==> src/rtl/avlon_arb_pkg.sv <==
// Shared definitions for the two-requester Avalon-MM burst arbiter.
package avlon_arb_pkg;

    localparam int unsigned DATA_W_DEF  = 128;
    localparam int unsigned ADDR_W_DEF  = 32;
    localparam int unsigned BURST_W_DEF = 10;

    typedef enum logic [1:0] {
        ST_IDLE     = 2'd0,
        ST_WR_BURST = 2'd1,
        ST_RD_ADDR  = 2'd2,
        ST_RD_DATA  = 2'd3
    } arb_state_e;

    localparam logic [1:0] GNT_NONE = 2'b00;
    localparam logic [1:0] GNT_M0   = 2'b01;
    localparam logic [1:0] GNT_M1   = 2'b10;

endpackage

==> src/rtl/avlon_rr_arb2.sv <==
// Two-requester round-robin winner selection; the priority pointer moves when a burst is released.
module avlon_rr_arb2
    import avlon_arb_pkg::*;
(
    input  logic       clk,
    input  logic       reset,
    input  logic [1:0] i_req,
    input  logic       i_update,
    input  logic       i_last_m0,
    output logic [1:0] o_winner_c
);

    logic r_prio_m1;

    // The requester not served most recently gets priority next time.
    always_ff @(posedge clk or negedge reset) begin
        if (!reset) begin
            r_prio_m1 <= 1'b0;
        end else if (i_update) begin
            r_prio_m1 <= i_last_m0;
        end
    end

    always_comb begin
        o_winner_c = GNT_NONE;
        case (i_req)
            2'b01:   o_winner_c = GNT_M0;
            2'b10:   o_winner_c = GNT_M1;
            2'b11:   o_winner_c = r_prio_m1 ? GNT_M1 : GNT_M0;
            default: o_winner_c = GNT_NONE;
        endcase
    end

endmodule

==> src/rtl/avlon_mm_arbiter.sv <==
// Two-master to one burst-slave Avalon-MM arbiter: grant FSM, beat counter and
// combinational command/response muxing.
module avlon_mm_arbiter
    import avlon_arb_pkg::*;
#(
    parameter int unsigned DATA_W  = DATA_W_DEF,
    parameter int unsigned ADDR_W  = ADDR_W_DEF,
    parameter int unsigned BURST_W = BURST_W_DEF
) (
    input  logic               clk,
    input  logic               reset,
    input  logic [ADDR_W-1:0]  m0_address,
    input  logic [BURST_W-1:0] m0_burstcount,
    input  logic               m0_read,
    input  logic               m0_write,
    input  logic [DATA_W-1:0]  m0_writedata,
    output logic               m0_waitrequest,
    output logic [DATA_W-1:0]  m0_readdata,
    output logic               m0_readdatavalid,
    input  logic [ADDR_W-1:0]  m1_address,
    input  logic [BURST_W-1:0] m1_burstcount,
    input  logic               m1_read,
    input  logic               m1_write,
    input  logic [DATA_W-1:0]  m1_writedata,
    output logic               m1_waitrequest,
    output logic [DATA_W-1:0]  m1_readdata,
    output logic               m1_readdatavalid,
    output logic [ADDR_W-1:0]  avs_address,
    output logic [BURST_W-1:0] avs_burstcount,
    output logic               avs_read,
    output logic               avs_write,
    output logic [DATA_W-1:0]  avs_writedata,
    output logic               avs_beginbursttransfer,
    input  logic               avs_waitrequest,
    input  logic [DATA_W-1:0]  avs_readdata,
    input  logic               avs_readdatavalid,
    output logic [1:0]         grant,
    output logic               busy
);

    arb_state_e         r_state;
    arb_state_e         w_state_nxt;
    logic [1:0]         r_grant;
    logic [1:0]         w_grant_nxt;
    logic [BURST_W-1:0] r_cnt;
    logic [BURST_W-1:0] w_cnt_nxt;
    logic               r_bbt;
    logic               w_bbt_nxt;
    logic               w_release;
    logic [1:0]         w_req;
    logic [1:0]         w_winner;
    logic               w_win_write;
    logic [BURST_W-1:0] w_win_bc;
    logic [ADDR_W-1:0]  w_g_addr;
    logic [BURST_W-1:0] w_g_bc;
    logic [DATA_W-1:0]  w_g_wdata;
    logic               w_g_read;
    logic               w_g_write;
    logic               w_cmd_phase;
    logic               w_wr_beat;
    logic               w_rd_accept;

    assign w_req = {m1_read | m1_write, m0_read | m0_write};

    avlon_rr_arb2 u_rr (
        .clk        (clk),
        .reset      (reset),
        .i_req      (w_req),
        .i_update   (w_release),
        .i_last_m0  (r_grant[0]),
        .o_winner_c (w_winner)
    );

    assign w_win_write = w_winner[1] ? m1_write      : m0_write;
    assign w_win_bc    = w_winner[1] ? m1_burstcount : m0_burstcount;

    // Command mux follows the registered owner.
    assign w_g_addr  = r_grant[1] ? m1_address    : m0_address;
    assign w_g_bc    = r_grant[1] ? m1_burstcount : m0_burstcount;
    assign w_g_wdata = r_grant[1] ? m1_writedata  : m0_writedata;
    assign w_g_read  = r_grant[1] ? m1_read       : m0_read;
    assign w_g_write = r_grant[1] ? m1_write      : m0_write;

    assign w_cmd_phase = (r_state == ST_WR_BURST) || (r_state == ST_RD_ADDR);
    assign w_wr_beat   = avs_write && !avs_waitrequest;
    assign w_rd_accept = avs_read && !avs_waitrequest;

    always_ff @(posedge clk or negedge reset) begin
        if (!reset) begin
            r_state <= ST_IDLE;
            r_grant <= GNT_NONE;
            r_cnt   <= '0;
            r_bbt   <= 1'b0;
        end else begin
            r_state <= w_state_nxt;
            r_grant <= w_grant_nxt;
            r_cnt   <= w_cnt_nxt;
            r_bbt   <= w_bbt_nxt;
        end
    end

    always_comb begin
        w_state_nxt = r_state;
        w_grant_nxt = r_grant;
        w_cnt_nxt   = r_cnt;
        w_bbt_nxt   = 1'b0;
        w_release   = 1'b0;
        case (r_state)
            ST_IDLE: begin
                if (|w_req) begin
                    w_grant_nxt = w_winner;
                    w_cnt_nxt   = (w_win_bc == '0) ? BURST_W'(1) : w_win_bc;
                    w_bbt_nxt   = 1'b1;
                    w_state_nxt = w_win_write ? ST_WR_BURST : ST_RD_ADDR;
                end
            end
            ST_WR_BURST: begin
                if (w_wr_beat) begin
                    if (r_cnt != '0) w_cnt_nxt = r_cnt - BURST_W'(1);
                    if (r_cnt <= BURST_W'(1)) w_release = 1'b1;
                end
            end
            ST_RD_ADDR: begin
                if (w_rd_accept) w_state_nxt = ST_RD_DATA;
            end
            ST_RD_DATA: begin
                // Only beats in this state count; stray valids elsewhere are ignored.
                if (avs_readdatavalid) begin
                    if (r_cnt != '0) w_cnt_nxt = r_cnt - BURST_W'(1);
                    if (r_cnt <= BURST_W'(1)) w_release = 1'b1;
                end
            end
            default: w_state_nxt = ST_IDLE;
        endcase
        if (w_release) begin
            w_state_nxt = ST_IDLE;
            w_grant_nxt = GNT_NONE;
        end
    end

    assign avs_address            = w_g_addr;
    assign avs_burstcount         = w_g_bc;
    assign avs_writedata          = w_g_wdata;
    assign avs_write              = (r_state == ST_WR_BURST) && w_g_write;
    assign avs_read               = (r_state == ST_RD_ADDR) && w_g_read;
    assign avs_beginbursttransfer = r_bbt;

    assign m0_waitrequest = (r_grant[0] && w_cmd_phase) ? avs_waitrequest : 1'b1;
    assign m1_waitrequest = (r_grant[1] && w_cmd_phase) ? avs_waitrequest : 1'b1;

    assign m0_readdata      = avs_readdata;
    assign m1_readdata      = avs_readdata;
    assign m0_readdatavalid = avs_readdatavalid && r_grant[0];
    assign m1_readdatavalid = avs_readdatavalid && r_grant[1];

    assign grant = r_grant;
    assign busy  = (r_state != ST_IDLE);

endmodule
==> config.mk <==
export PLATFORM = sky130hd
export DESIGN_NAME = avlon_mm_arbiter
export DESIGN_NICKNAME = d
export VERILOG_FILES = /design/src/rtl/avlon_arb_pkg.sv /design/src/rtl/avlon_rr_arb2.sv /design/src/rtl/avlon_mm_arbiter.sv
export SDC_FILE = /design/constraint.sdc
export NUM_CORES = 1
export LEC_CHECK = 0
export ABC_AREA = 1
export CORE_AREA = 2 2 356 358
export CTS_BUF_LIST = sky130_fd_sc_hd__clkbuf_4 sky130_fd_sc_hd__clkbuf_8 sky130_fd_sc_hd__clkbuf_16
export DETAILED_ROUTE_END_ITERATION = 10
export DIE_AREA = 0 0 358 360
export GPL_ROUTABILITY_DRIVEN = 0
export SYNTH_ARGS = -nofsm -noshare
export SYNTH_HDL_FRONTEND = slang
export SYNTH_SLANG_ARGS = --single-unit
==> constraint.sdc <==
create_clock -name clk -period 2.8 [get_ports clk]
set_input_delay 0.56 -clock clk [delete_from_list [all_inputs] [get_ports clk]]
set_output_delay 0.56 -clock clk [all_outputs]
set_load 0.005 [all_outputs]
==> results of run 1 <==
==> flip-flops by register name, indices dropped and copies added (netlist names) <==
register,count
r_cnt,10
grant,2
r_state,2
avs_beginbursttransfer,1
u_rr.r_prio_m1,1
==> layer usage <==
layer,up-vias,global-route usage [%],wire [µm]
met4,16,1.60,1540
li1,3285,-,-
met1,3229,12.3,28400
met5,-,1.62,341
met3,120,7.92,13000
met2,838,17.3,32400
==> worst paths after layout <==
kind                                from           endpoint  slack, ns  cells after the start
max in group asynchronous          reset           grant[1]       1.91                      2
worst max register to register  grant[1]           grant[1]       0.66                      7
worst min-delay path            r_cnt[0]           r_cnt[0]       0.54                      2
min in group asynchronous          reset           r_cnt[1]       0.66                      2
worst max-delay path            grant[1]  avs_writedata[96]       0.15                      6
worst min register to register  r_cnt[0]           r_cnt[0]       0.54                      2
==> cell type report <==
type	count	area, µm²
Sequential cell	16	404
Multi-Input combinational cell	658	2700
Timing Repair Buffer	539	5700
Tap cell	1650	2060
Fill cell	14700	114000
Antenna cell	5	12.5
Inverter	41	166
Clock buffer	4	88.8
==> worst max-delay path: cells and delay by family, from the launching register on <==
family	cells	cell delay, ns
flip-flops	1	0.52
AND/OR/NAND/NOR	2	0.13
buffers and inverters	4	1.12
==> cells in the final DEF, fill, tap and decap left out, types with 6 or more instances in the layout <==
| master | synthesis | routed |
|---|---|---|
| nand2_1 | 551 | 551 |
| clkdlybuf4s50_1 | 0 | 484 |
| inv_1 | 39 | 38 |
| buf_12 | 0 | 35 |
| o21ai_0 | 22 | 22 |
| nor2_1 | 22 | 22 |
| buf_4 | 258 | 19 |
| dfrtp_1 | 16 | 15 |
| a21oi_1 | 13 | 13 |
| o21ai_1 | 11 | 11 |
| nand3_1 | 11 | 11 |
| ha_1 | 6 | 6 |
==> logic make-up (layout without fill, tap and decap cells) <==
kind of cell | Yosys count | in the layout | synth area share, %
AND/OR/NAND/NOR | 601 | 601 | 43.6
adder cells (fa/ha/maj) | 6 | 6 | 1.40
XOR/XNOR | 1 | 1 | 0.163
flip-flops | 16 | 16 | 7.46
other | 0 | 5 | 0
AO/OA/AOI/OAI | 50 | 50 | 5.08
buffers and inverters | 339 | 584 | 42.3
==> repair_timing <==
item / CTS / global route
hold endpoints to repair: 0 / 0
hold buffers: 0 / 0
endpoints found under the setup margin: 0 / 7
resized for setup: 0 / 2
==> per-stage QoR <==
stage | area (µm²) | setup WS [ns] | power [W] | utilization, % | hold slack, ns
after floorplan | 5370 | 1.05 | 0.00287 | - | 0.264
after global placement | 11000 | 0.198 | 0.00673 | 8.82 | 0.520
after detailed placement | 11000 | 0.212 | 0.00675 | 8.82 | 0.523
after CTS | 11100 | 0.0476 | 0.00711 | 8.90 | 0.540
after global routing | 11100 | 0.0563 | 0.00752 | 8.90 | 0.607
final | 11100 | 0.149 | 0.00690 | 8.91 | 0.539
==> where the power goes <==
group / internal (W) / switching, W
Sequential: 0.000353 / 0.000100
Combinational: 0.00286 / 0.00327
Clock: 0.000217 / 0.0000970
Total: 0.00343 / 0.00347
==> reports/metrics.cfg, run 1 <==
[power_and_ir_drop]
p_leak_nw=4.53
cellPowerDensity_nw_per_um2=619
vdd_ir_drop_max_mv=0.226

[timing]
finalSetupViolCount=0
worstMarginPinSlew_ns=0.630
period_share_pct=94.7
tns_ns=0
rsz0062_at_grt=no
relSlewSlack_pct=57.7
fmax_mhz=377
maxSlewViolCount=0
hold_viol_final=0
finalClockSkew_ns=0.00814
fin_crit_ns=2.65

[routing]
routed_wl_um=75600
via_count=7488
drc=0
drt_iter0_drc=462
drt_first_pass_iters=5
routedWlPerCell_um=26.0
ant_nets=0
viasPerCell=2.57

[die]
pin_count=912
rows=130
dieArea_um2=129000
coreArea_um2=125000
start_util_pct=4.30
die_h_um=360
chipWidth_um=358

[setup_path]
crit_path_start_kind=flip-flop
cp-end-kind=output port
crit_top_cell=nand2_1
cp_slowest_stage_delay_ns=0.52
worstSetupPathType=flip-flop to output port
worstPathMaxFanout=37
cp_cell_sequence=clkinv_8, buf_12, buf_4, nand2_1, nand2_1, clkdlybuf4s50_1
arrival_ns=2.09
critPathSlowestCell=dfrtp_4
worstPathRequired_ns=2.24

[layout]
syn2layout_area_growth_pct=107
stdcell_count=2913
fin_nets=1741
drive_above_1_share_pct=5.88

[yosys]
synth_commonest_cells=551 x nand2_1, 258 x buf_4, 39 x inv_1, 28 x clkbuf_1
yosys.area.top_type=nand2_1
synth_area_leaders=nand2_1 39%, buf_4 36%, dfrtp_1 7.5%
seq_area_frac_synth_pct=7.46
netlist_instances=1013
synth_warnings=0
yosysMostFrequentCell=nand2_1
async_reset_ff_share_pct=100
synth_seq_cells=16
synth_edf_count=0
synth.cell_area_um2=5370
synthFlopType=dfrtp_1
synthDistinctLibCells=29
synth_top_area_share_pct=38.5
syn_avg_cell_area_um2=5.30
synth_nets=1495

[status]
run_status=finished clean

[global_route]
antenna_found_initial=63
grt_max_degree=67
overflow=0
track_usage_pct=11.1
grt_pass1_wl_um=89200
grt_pass1_vias=7126

[worst_hold_path]
hold_class=flip-flop to flip-flop

[clocking]
cts_inserted_buffers=3
cts_max_level=1
insertion_delay_ns=0.25
cts.sinks=16
post-cts-setup-buffer-count=0
path_clk_slew_ns=0.06
cts_max_path_buffers=2
cts_tree=yes
root_buffer=clkbuf_16

[job]
drv_cap=0

[placement]
io_buffers=527
place_inst=2904
dp_hpwl_um=70600

(Power assumes the default switching activity.)
==> run 2, diff against run 1 <==
ABC_AREA = default   (was 1)
CELL_PAD_IN_SITES_DETAIL_PLACEMENT = 1   (was default)
CELL_PAD_IN_SITES_GLOBAL_PLACEMENT = 2   (was default)
CORE_AREA = 2 2 358 360   (was 2 2 356 358)
DIE_AREA = 0 0 360 362   (was 0 0 358 360)
PLACE_DENSITY_LB_ADDON = 0.1   (was default)
==> reports/metrics.cfg, run 2 <==
[clocking]
insertion_delay_ns=0.26
root_buffer=clkbuf_16
cts_max_path_buffers=2
cts_tree=yes
ctsHoldBuffers=0
cts.sinks=16
cts_max_level=1
path_clk_slew_ns=0.06
cts_inserted_buffers=3

[placement]
place_inst=2540
dp_hpwl_um=43400
place_ws_ns=0.0371
io_buffers=527

[layout]
drive_above_1_share_pct=25.1
top_register=r_cnt
layout_common_cells=524 x clkdlybuf4s50_1, 170 x mux2_2, 31 x buf_4
stdcell_count=2550
layout_commonest_cell=clkdlybuf4s50_1
largest_register_ffs=10
syn2layout_area_growth_pct=111
finalCoreUtilization_pct=8.64
fin_nets=1365

[yosys]
synth_area_leaders=buf_4 37%, mux2_2 37%, dfrtp_1 7.7%
yosysMostFrequentCell=buf_4
synth_top_area_share_pct=37.3
seq_area_frac_synth_pct=7.72
async_reset_ff_share_pct=100
synth.cell_area_um2=5190
netlist_instances=597
syn_avg_cell_area_um2=8.69
synth_seq_cells=16
synth_nets=1079
synth_edf_count=0
synth_commonest_cells=258 x buf_4, 170 x mux2_2, 21 x clkbuf_1, 17 x nor2_1, 16 x dfrtp_1
synthDistinctLibCells=45
yosys.area.top_type=buf_4
synthFlopType=dfrtp_1
synth_warnings=0

[global_route]
overflow=0
grt_pass1_vias=5954
track_usage_pct=6.89
grt_max_degree=40
antenna_found_initial=12
grt_pass1_wl_um=60900

[die]
coreArea_um2=127000
chipWidth_um=360
pin_count=912
dieArea_um2=130000
die_h_um=362
start_util_pct=4.10
rows=131

[routing]
routed_wl_um=47500
via_count=5219
drt_iter0_drc=89
ant_nets=0
viasPerCell=2.05
routedWlPerCell_um=18.6
drt_first_pass_iters=4
drc=0

[worst_hold_path]
hold_class=flip-flop to flip-flop
hold_path_depth=1

[job]
drv_cap=0

[setup_path]
crit_path_start_kind=flip-flop
worstPathMaxFanout=39
worstPathRequired_ns=2.24
ff2ff_path_depth=7
cp-end-kind=output port
arrival_ns=2.14
worstSetupPathType=flip-flop to output port

[power_and_ir_drop]
p_leak_nw=3.48
power_w=0.00609
vdd_ir_drop_max_mv=0.236
cellPowerDensity_nw_per_um2=557

[timing]
finalClockSkew_ns=0.00376
rsz0062_at_grt=no
hold_viol_final=0
relSlewSlack_pct=59.9
worstMarginPinSlew_ns=0.596
maxSlewViolCount=0
fin_crit_ns=2.70
tns_ns=0
period_share_pct=96.5
fin_ws_ns=0.0990
finalSetupViolCount=0
fmax_mhz=370

[status]
run_status=finished clean

[run 2: cell count changes in the layout (fill, tap and decap cells not counted), sizes merged, moves of 5 or more]
cell | before | now
a21oi | 15 | 2
inv | 40 | 9
nor2 | 25 | 17
buf | 55 | 39
mux2 | 0 | 170
mux2i | 0 | 10
clkdlybuf4s50 | 484 | 524
nand2 | 552 | 13
o21ai | 34 | 16
nand3 | 12 | 1
a22o | 0 | 7
nand3b | 5 | 0
[run 2: metal layers]
metal	up-vias	track usage, %	share of wire (%)
li1	2366	-	-
met1	2391	7.29	36
met3	109	3.12	10
met4	2	1.41	2.1
met2	351	12.5	51
met5	-	0	0.027
[run 2: where the power goes]
part           total, W  switching (W)  internal [W]
combinational   0.00529        0.00217       0.00311
sequential     0.000480       0.000134      0.000346
clock          0.000327       0.000123      0.000204
[run 2: path summary, 6_finish.rpt]
kind	startpoint	end	slack, ns
max in group asynchronous	reset	grant[1]	1.92
worst max register to register	grant[1]	r_cnt[8]	0.68
worst min register to register	r_cnt[8]	r_cnt[8]	0.51
worst min-delay path	r_cnt[8]	r_cnt[8]	0.51
min in group asynchronous	reset	r_cnt[7]	0.65
worst max-delay path	grant[1]	avs_writedata[64]	0.1
[run 2: logic make-up after synthesis]
| logic type | count (synthesis) | synth area share [%] |
|---|---|---|
| buf+inv | 291 | 40.0 |
| mux | 180 | 38.8 |
| simple gates | 63 | 6.63 |
| compound gates | 41 | 5.40 |
| flops | 16 | 7.72 |
| fa+ha+maj | 6 | 1.45 |
[run 2: cell type report]
cell class                 count  area, µm²
clock buffer                   4       82.6
sequential                    16        404
inverter                       9       33.8
timing repair buffer         563       5620
fill                       14900     116000
tap                         1662       2080
multi-input combinational    290       2710
antenna                        6       15.0
[run 2: critical path, stage by stage, from the launching register on]
cell,delay (ns)
dfrtp_4,0.46
buf_16,0.24
buf_4,0.25
mux2_2,0.35
clkdlybuf4s50_1,0.49
[run 2: what timing repair did]
item                       CTS  global route
setup buffers                0             0
setup endpoints to repair    3             3
resized for setup            1             3
pin swaps                    0             0
gates cloned                 0             0
[run 2: through the flow]
stage	area [µm²]	hold WS [ns]
global route	10900	0.544
CTS	10900	0.511
detailed placement	10800	0.489
floorplan	5190	0.264
global placement	10800	0.492
finish	10900	0.506
